==> src/rtl/jk_pkg.sv <==
// Shared JK excitation codes and counter operation encoding for the JK counter slice.
package jk_pkg;

  localparam logic [1:0] JK_HOLD = 2'b00;
  localparam logic [1:0] JK_RST  = 2'b01;
  localparam logic [1:0] JK_SET  = 2'b10;
  localparam logic [1:0] JK_TOG  = 2'b11;

  typedef enum logic [1:0] {
    OP_HOLD = 2'd0,
    OP_UP   = 2'd1,
    OP_DOWN = 2'd2,
    OP_LOAD = 2'd3
  } op_t;

endpackage

==> src/rtl/jk_cell.sv <==
// Single JK flip-flop storage cell with asynchronous active-low clear.
module jk_cell
  import jk_pkg::*;
(
  input  logic clk,
  input  logic reset,
  input  logic j,
  input  logic k,
  output logic q,
  output logic qb
);

  always_ff @(posedge clk or negedge reset) begin
    if (!reset) begin
      q <= 1'b0;
    end else begin
      case ({j, k})
        JK_HOLD: q <= q;
        JK_RST:  q <= 1'b0;
        JK_SET:  q <= 1'b1;
        JK_TOG:  q <= ~q;
        default: q <= q;
      endcase
    end
  end

  assign qb = ~q;

endmodule

==> src/rtl/jk_mod_counter.sv <==
// Modulo-N up/down counter: computes per-bit JK excitation and drives a bank of jk_cell flops.
module jk_mod_counter
  import jk_pkg::*;
#(
  parameter int unsigned WIDTH   = 4,
  parameter int unsigned MODULUS = 10
) (
  input  logic             clk,
  input  logic             reset,
  input  logic             en,
  input  logic             up,
  input  logic             load,
  input  logic [WIDTH-1:0] din,
  output logic [WIDTH-1:0] q,
  output logic [WIDTH-1:0] qb,
  output logic             tc,
  output logic             load_err,
  output logic [WIDTH-1:0] j_vec,
  output logic [WIDTH-1:0] k_vec
);

  // One extra bit so MODULUS = 2**WIDTH compares without overflow.
  localparam int unsigned XW = WIDTH + 1;
  localparam logic [XW-1:0] MOD_X = XW'(MODULUS);
  localparam logic [XW-1:0] MAX_X = XW'(MODULUS - 1);

  op_t              op;
  logic [XW-1:0]    q_x;
  logic [XW-1:0]    din_x;
  logic [WIDTH-1:0] n;
  logic             load_oor;
  logic [1:0]       code [WIDTH];

  assign q_x   = {1'b0, q};
  assign din_x = {1'b0, din};

  // Operation select: load beats count, count beats hold.
  always_comb begin
    op = OP_HOLD;
    if (load) begin
      op = OP_LOAD;
    end else if (en) begin
      op = up ? OP_UP : OP_DOWN;
    end
  end

  // Next-state value; any out-of-range q counting up lands on 0 so a corrupted state recovers.
  always_comb begin
    n        = q;
    load_oor = 1'b0;
    case (op)
      OP_LOAD: begin
        if (din_x < MOD_X) begin
          n = din;
        end else begin
          n        = '0;
          load_oor = 1'b1;
        end
      end
      OP_UP:   n = (q_x >= MAX_X) ? '0 : q + WIDTH'(1);
      OP_DOWN: n = (q_x == '0) ? WIDTH'(MAX_X) : q - WIDTH'(1);
      default: n = q;
    endcase
  end

  // Excitation encoder: load always forces set/reset, count only toggles changing bits.
  always_comb begin
    for (int i = 0; i < int'(WIDTH); i++) begin
      code[i] = JK_HOLD;
      case (op)
        OP_LOAD:        code[i] = n[i] ? JK_SET : JK_RST;
        OP_UP, OP_DOWN: code[i] = (n[i] ^ q[i]) ? JK_TOG : JK_HOLD;
        default:        code[i] = JK_HOLD;
      endcase
      j_vec[i] = code[i][1];
      k_vec[i] = code[i][0];
    end
  end

  assign tc = en & ~load & ((up & (q_x == MAX_X)) | (~up & (q_x == '0)));

  always_ff @(posedge clk or negedge reset) begin
    if (!reset) begin
      load_err <= 1'b0;
    end else begin
      load_err <= load_oor;
    end
  end

  for (genvar g = 0; g < int'(WIDTH); g++) begin : g_cell
    jk_cell u_cell (
      .clk   (clk),
      .reset (reset),
      .j     (j_vec[g]),
      .k     (k_vec[g]),
      .q     (q[g]),
      .qb    (qb[g])
    );
  end

endmodule

==> config.mk <==
export PLATFORM = sky130hd
export DESIGN_NAME = jk_mod_counter
export DESIGN_NICKNAME = d
export VERILOG_FILES = /design/src/rtl/jk_pkg.sv /design/src/rtl/jk_cell.sv /design/src/rtl/jk_mod_counter.sv
export SDC_FILE = /design/constraint.sdc
export NUM_CORES = 1
export LEC_CHECK = 0
export ABC_AREA = 1
export ABC_CLOCK_PERIOD_IN_PS = 3050
export BUFFER_PORTS_ARGS = -buffer_cell sky130_fd_sc_hd__buf_2
export CAP_MARGIN = 15
export CORE_MARGIN = 5
export CORE_UTILIZATION = 30
export CTS_CLUSTER_DIAMETER = 200
export CTS_CLUSTER_SIZE = 30
export DETAILED_ROUTE_END_ITERATION = 12
export GPL_ROUTABILITY_DRIVEN = 0
export GPL_TIMING_DRIVEN = 1
export MAX_ROUTING_LAYER = met4
export PLACE_DENSITY = 0.49
export SYNTH_ARGS = -nofsm -noshare
export SYNTH_HDL_FRONTEND = slang
export SYNTH_SLANG_ARGS = --single-unit
==> constraint.sdc <==
create_clock -name clk -period 3.05 [get_ports clk]
set_input_delay 0.61 -clock clk [delete_from_list [all_inputs] [get_ports clk]]
set_output_delay 0.61 -clock clk [all_outputs]
set_load 0.05 [all_outputs]
Yosys cells after proc, flatten, opt, wreduce, memory -nomap -nowiden
Cells that the tools add are included.
{ "classes": {"bitwise_logic": 15, "shift": 0, "div_mod_pow": 0, "n_mux": 25, "n_eq_ne": 16, "n_reduce_logical": 6, "mul": 0, "addsub": 2, "n_lt_le_gt_ge": 2} }
{ "op_table": {"columns": ["cell", "count"], "rows": [
  ["2-to-1 mux 2 bit", 11],
  ["equality test 2 bit (second input constant)", 10],
  ["one-hot mux 2 bit (2 select lines)", 4],
  ["2-to-1 mux 4 bit", 3],
  ["one-hot mux 1 bit (3 select lines)", 4],
  ["one-hot mux 4 bit (3 select lines)", 1],
  ["equality test 2 x 1 -> 1 bit (second input constant)", 5],
  ["zero test 2 bit", 4],
  ["NOT 1 bit", 6],
  ["zero test 5 bit", 1],
  ["adder 4 x 1 -> 4 bit (second input constant)", 1],
  ["AND 1 bit", 4],
  ["equality test 4 bit (second input constant)", 1],
  [">= comparator 4 bit (second input constant)", 1],
  ["less-than comparator 4 bit (second input constant)", 1],
  ["subtractor 4 x 1 -> 4 bit (second input constant)", 1],
  ["bitwise XOR 1 bit", 4],
  ["2-to-1 mux 1 bit", 2],
  ["OR reduction 2 bit", 1],
  ["OR 1 bit", 1]
]} }
{ "word_totals": {"latchBits": 0, "ramBits": 0, "out_inout_bits": 18, "reg_bits": 5, "inputBits": 9, "memories": 0, "romBits": 0, "wordCells": 71} }

Longest topological paths before layout
{ "logic_depth": {"ltp_word": 10, "ltp_mapped": 17, "ltp_nobuf": 17} }

Cells and area by module
A second synthesis with hierarchy kept.
{ "unflattened": {"hier_cells": 128, "hier_area_um2": 769.5} }
{ "by_module_without_submodules": {"columns": ["mod", "n_inst", "area_each_um2", "seq_area_each_um2", "cells_each"], "rows": [
  ["jk_mod_counter", 1, 574.3, 25.0, 104],
  ["jk_cell", 4, 48.8, 25.0, 6]
]} }

Worst setup path after synthesis
No wires, ideal clock.
{ "synth_timing": {"kind": "input -> output", "startpoint": "input up", "endpoint": "output k_vec[0]", "stages": 15, "n_path_buf": 2, "setup_slack_ns": 0.320, "t_required_ns": 2.440, "arrival_ns": 2.120, "path_cell_list": "a21oi_1 > inv_1 > ha_1 > buf_6 > nand2_1 > inv_1 > a21oi_1 > nand3_1 > nand2_1 > nand2_1 > nand2_1 > o21ai_0 > nand2_1 > inv_1 > buf_4"} }
{ "synth_via": {"elab_chain_cells": 8, "elab_cells_between_ends": 12, "classes_between": "eq/ne: 3; mux: 7; bitwise: 1; reduce/logical: 1"} }
{ "synth_lines": {"columns": ["element", "line_no", "rtl"], "rows": [
  ["from (decl)", "jk_mod_counter.sv:11", "input logic up,"],
  ["2-to-1 mux 2 bit *", "jk_mod_counter.sv:43", "op = up ? OP_UP : OP_DOWN;"],
  ["2-to-1 mux 2 bit *", "jk_mod_counter.sv:42", "end else if (en) begin"],
  ["2-to-1 mux 2 bit *", "jk_mod_counter.sv:40", "if (load) begin"],
  ["equality test 2 bit or equality test 2 x 1 -> 1 bit (tied branches)", "jk_mod_counter.sv:51, jk_mod_counter.sv:70", null],
  ["one-hot mux 4 bit (3 select lines)", "jk_mod_counter.sv:51", "case (op)"],
  ["bitwise XOR 1 bit", "jk_mod_counter.sv:72", "OP_UP, OP_DOWN: code[i] = (n[i] ^ q[i]) ? JK_TOG : JK_HOLD;"],
  ["2-to-1 mux 2 bit", "jk_mod_counter.sv:72", null],
  ["one-hot mux 2 bit (2 select lines) *", "jk_mod_counter.sv:70", "case (op)"],
  ["to (decl)", "jk_mod_counter.sv:19", "output logic [WIDTH-1:0] k_vec"]
]} }
Mark *: on every way between the ends. The rest lies on a longest branch, timed or not.

Worst setup path after layout
{ "layout_timing": {"startpoint": "input up", "endpoint": "output j_vec[0]"} }
{ "layout_via": {"elab_chain_cells": 8, "elab_cells_between_ends": 12, "classes_between": "eq/ne: 3; mux: 7; bitwise: 1; reduce/logical: 1"} }
{ "layout_lines": {"columns": ["element", "line_no", "rtl"], "rows": [
  ["2-to-1 mux 2 bit *", "jk_mod_counter.sv:43", null],
  ["2-to-1 mux 2 bit *", "jk_mod_counter.sv:42", null],
  ["2-to-1 mux 2 bit *", "jk_mod_counter.sv:40", null],
  ["equality test 2 bit or equality test 2 x 1 -> 1 bit (tied branches)", "jk_mod_counter.sv:51, jk_mod_counter.sv:70", null],
  ["one-hot mux 4 bit (3 select lines)", "jk_mod_counter.sv:51", null],
  ["bitwise XOR 1 bit", "jk_mod_counter.sv:72", null],
  ["2-to-1 mux 2 bit", "jk_mod_counter.sv:72", null],
  ["one-hot mux 2 bit (2 select lines) *", "jk_mod_counter.sv:70", null],
  ["to (decl)", "jk_mod_counter.sv:18", "output logic [WIDTH-1:0] j_vec,"]
]} }
Marks and branches as above.

==> flow_summary.ini <==
[status]
outcome = complete, no violations

[floorplanning]
dieArea_um2 = 4180
dieWidth_um = 64.6
start_util = 0.319
core_area_um2 = 2810
io_pins = 27
die_h_um = 64.6
rows = 19

[routing]
vias = 950
route.met2.wl_um = 1090
postRouteWirelength_um = 2340
antenna_left = 0
wl_met1_um = 1120
drc_errors = 0
avgRoutedWirePerCell_um = 11.7
wl_met3_um = 119
vias_per_cell = 4.73
top_layer = met4
first_pass_iters = 6
drtIter0Drc = 29

[flow_run]
max_cap_viol_count = 0

[timing]
finalCritPeriodShare = 0.943
slew_headroom = 0.755
drv_slew = 0
fin_hold_ws_ns = 0.171
finClkSkew_ns = 0.00635
fin_ws_ns = 0.174
setup_viol_count_final = 0
min_period_ns = 2.88
worst_pin_slew_ns = 0.364
max_freq_mhz = 348
finalHoldViolations = 0

[placement]
place_hpwl_um = 1890
dp_slack_ns = -0.0730
port_buffers = 26
place_area_um2 = 978

[critical_path]
crit_chain = buf_2 > inv_1 > a21oi_2 > inv_2 > ha_4 > nand2_1 > inv_1 > a21oi_1 > nand2_1 > a21oi_1 > nand2_1 > a21oi_2 > buf_2
critPathLaunchType = primary input
crit-reg2reg-launch = g_cell[1].u_cell.q
crit_arrival_ns = 2.27
crit_cells = 13
worstPathMaxFanout = 7
reg2reg_to = g_cell[3].u_cell.q
cp_slowest_cell = buf_2
max_stage_delay_ns = 0.28
cp_common_cell = nand2_1
crit_type = in2out
r2r_slack_ns = 1.11
worstRegToRegCells = 14
path_buf_inv = 5
path_delay_family = compound AO/OA/AOI/OAI gates
required_ns = 2.44
cp-end-kind = primary output

[layout]
antenna_cells = 0
final_area_um2 = 1100
nets = 188
area_growth_pct = 22.9
fillers = 310
drive_above_1_share = 0.329
utilization = 0.393

[synth]
syn_area_per_cell_um2 = 6.05
yosys-top-cells-area = nand2_1 (22%), dfrtp_1 (14%), buf_4 (13%)
synth_cell_types = 23
synth_area_um2 = 896
synth-seq-cells = 5
synth_top_cell_by_area = nand2_1
syn-instance-count = 148
yosysWarnings = 0
syn-num-nets = 165
yosys.area.top_type_share = 0.218
yosysSeqAreaShare = 0.140

[power]
ir_worst_vdd_uv = 373
cellPowerDensity_nw_per_um2 = 1090
power_leakage_nw = 0.638

[global_routing]
grt_pass1_wl_um = 4000
grt_use_total = 0.124
overflow = 0
grt_start_max_net_pins = 10
grt_pass1_vias = 911
grt_antenna_before_repair = 0

[clock_network]
cts_tree = built
clk_path_buf_depth = 2
clk_latency_ns = 0.25
clkSinkCount = 5
root_buffer = clkbuf_4
cts.clk_slew.worst_paths_ns = 0.05
numCtsBuffers = 3
htreeDepth = 1

[min_path]
hold_class = in2async
-- per-stage QoR --
step | power (mW) | TNS [ns] | instances
after CTS | 1.14 | 0 | 198
final | 1.20 | 0 | 201
after floorplan | 0.986 | 0 | 148
after detailed placement | 1.04 | -0.188 | 194
after global routing | 1.30 | -0.00734 | 201
after global placement | 1.03 | -0.00459 | 194
-- cell usage in the layout (no fill, tap or decap), types with 2 or more instances in the layout --
cell type  count
buf_2         20
nor2_1         4
a21oi_2        4
inv_1         14
nand3_1       16
clkbuf_4       4
a21oi_1        8
dfrtp_1        4
buf_4         15
nand2_1       51
xor2_1         2
inv_2          2
o21ai_0        3
ha_1           6
-- routing by layer --
metal / vias to the layer above / global-route usage
li1: 502 / -
met1: 419 / 0.154
met2: 27 / 0.210
met3: 2 / 0.0242
met4: 0 / 0.0237
met5: - / -
-- power breakdown --
group | switching (mW) | internal (mW)
sequential | 0.0747 | 0.0945
clock | 0.0300 | 0.0497
combinational | 0.668 | 0.282
-- worst max-delay path by stage --
stage / to / startpoint / slack (ns)
2_1_floorplan: k_vec[0] / up / 0.32
3_3_place_gp: k_vec[3] / up / -0.005
3_5_place_dp: k_vec[3] / up / -0.07
4_1_cts: j_vec[1] / up / 0.002
5_1_grt: k_vec[3] / up / -0.007
6_report: j_vec[0] / up / 0.17
-- cell type report --
cell class                 count  area [µm²]  share of cell area
multi-input combinational    105         598               0.543
timing repair buffer          37         231               0.210
sequential                     5         126               0.115
inverter                      19        80.1              0.0727
tap                           31        38.8              0.0352
clock buffer                   4        26.3              0.0239
-- logic make-up (layout without fill, tap and decap cells) --
group                      Yosys count  after routing  share of synthesized area
buffers and inverters               38             60                      0.249
and+or+nand+nor                     76             76                      0.366
xor gates and xnor gates             2              2                     0.0196
adders and majority gates            8              8                      0.112
DFF                                  5              5                      0.140
AOI/OAI and AO/OA                   19             19                      0.115
-- Yosys cell counts --
cell type	number
nand2_1	52
buf_4	16
inv_1	16
nand3_1	16
a21oi_1	12
ha_1	8
dfrtp_1	5
nor2_1	4
o21ai_0	3
buf_6	2
xor2_1	2
a21oi_2	1
a31oi_1	1
clkbuf_1	1
clkinv_1	1
inv_2	1
inv_6	1
nand3_4	1
nand3b_1	1
nand4_1	1
o211ai_1	1
o21ai_1	1
or2_1	1
-- timing repair --
action / in CTS / in global routing
gates resized for setup: 5 / 17
pin swaps: 0 / 2
hold buffers: 0 / 0
buffers inserted: 0 / 3
endpoints found under the hold margin: 0 / 0
endpoints found under the setup margin: 6 / 8
-- registers in the layout, indices dropped and copies added (netlist names) --
signal,flops
g_cell.u_cell.q,4
load_err,1
No activity file was read; power rests on OpenSTA's default activity.
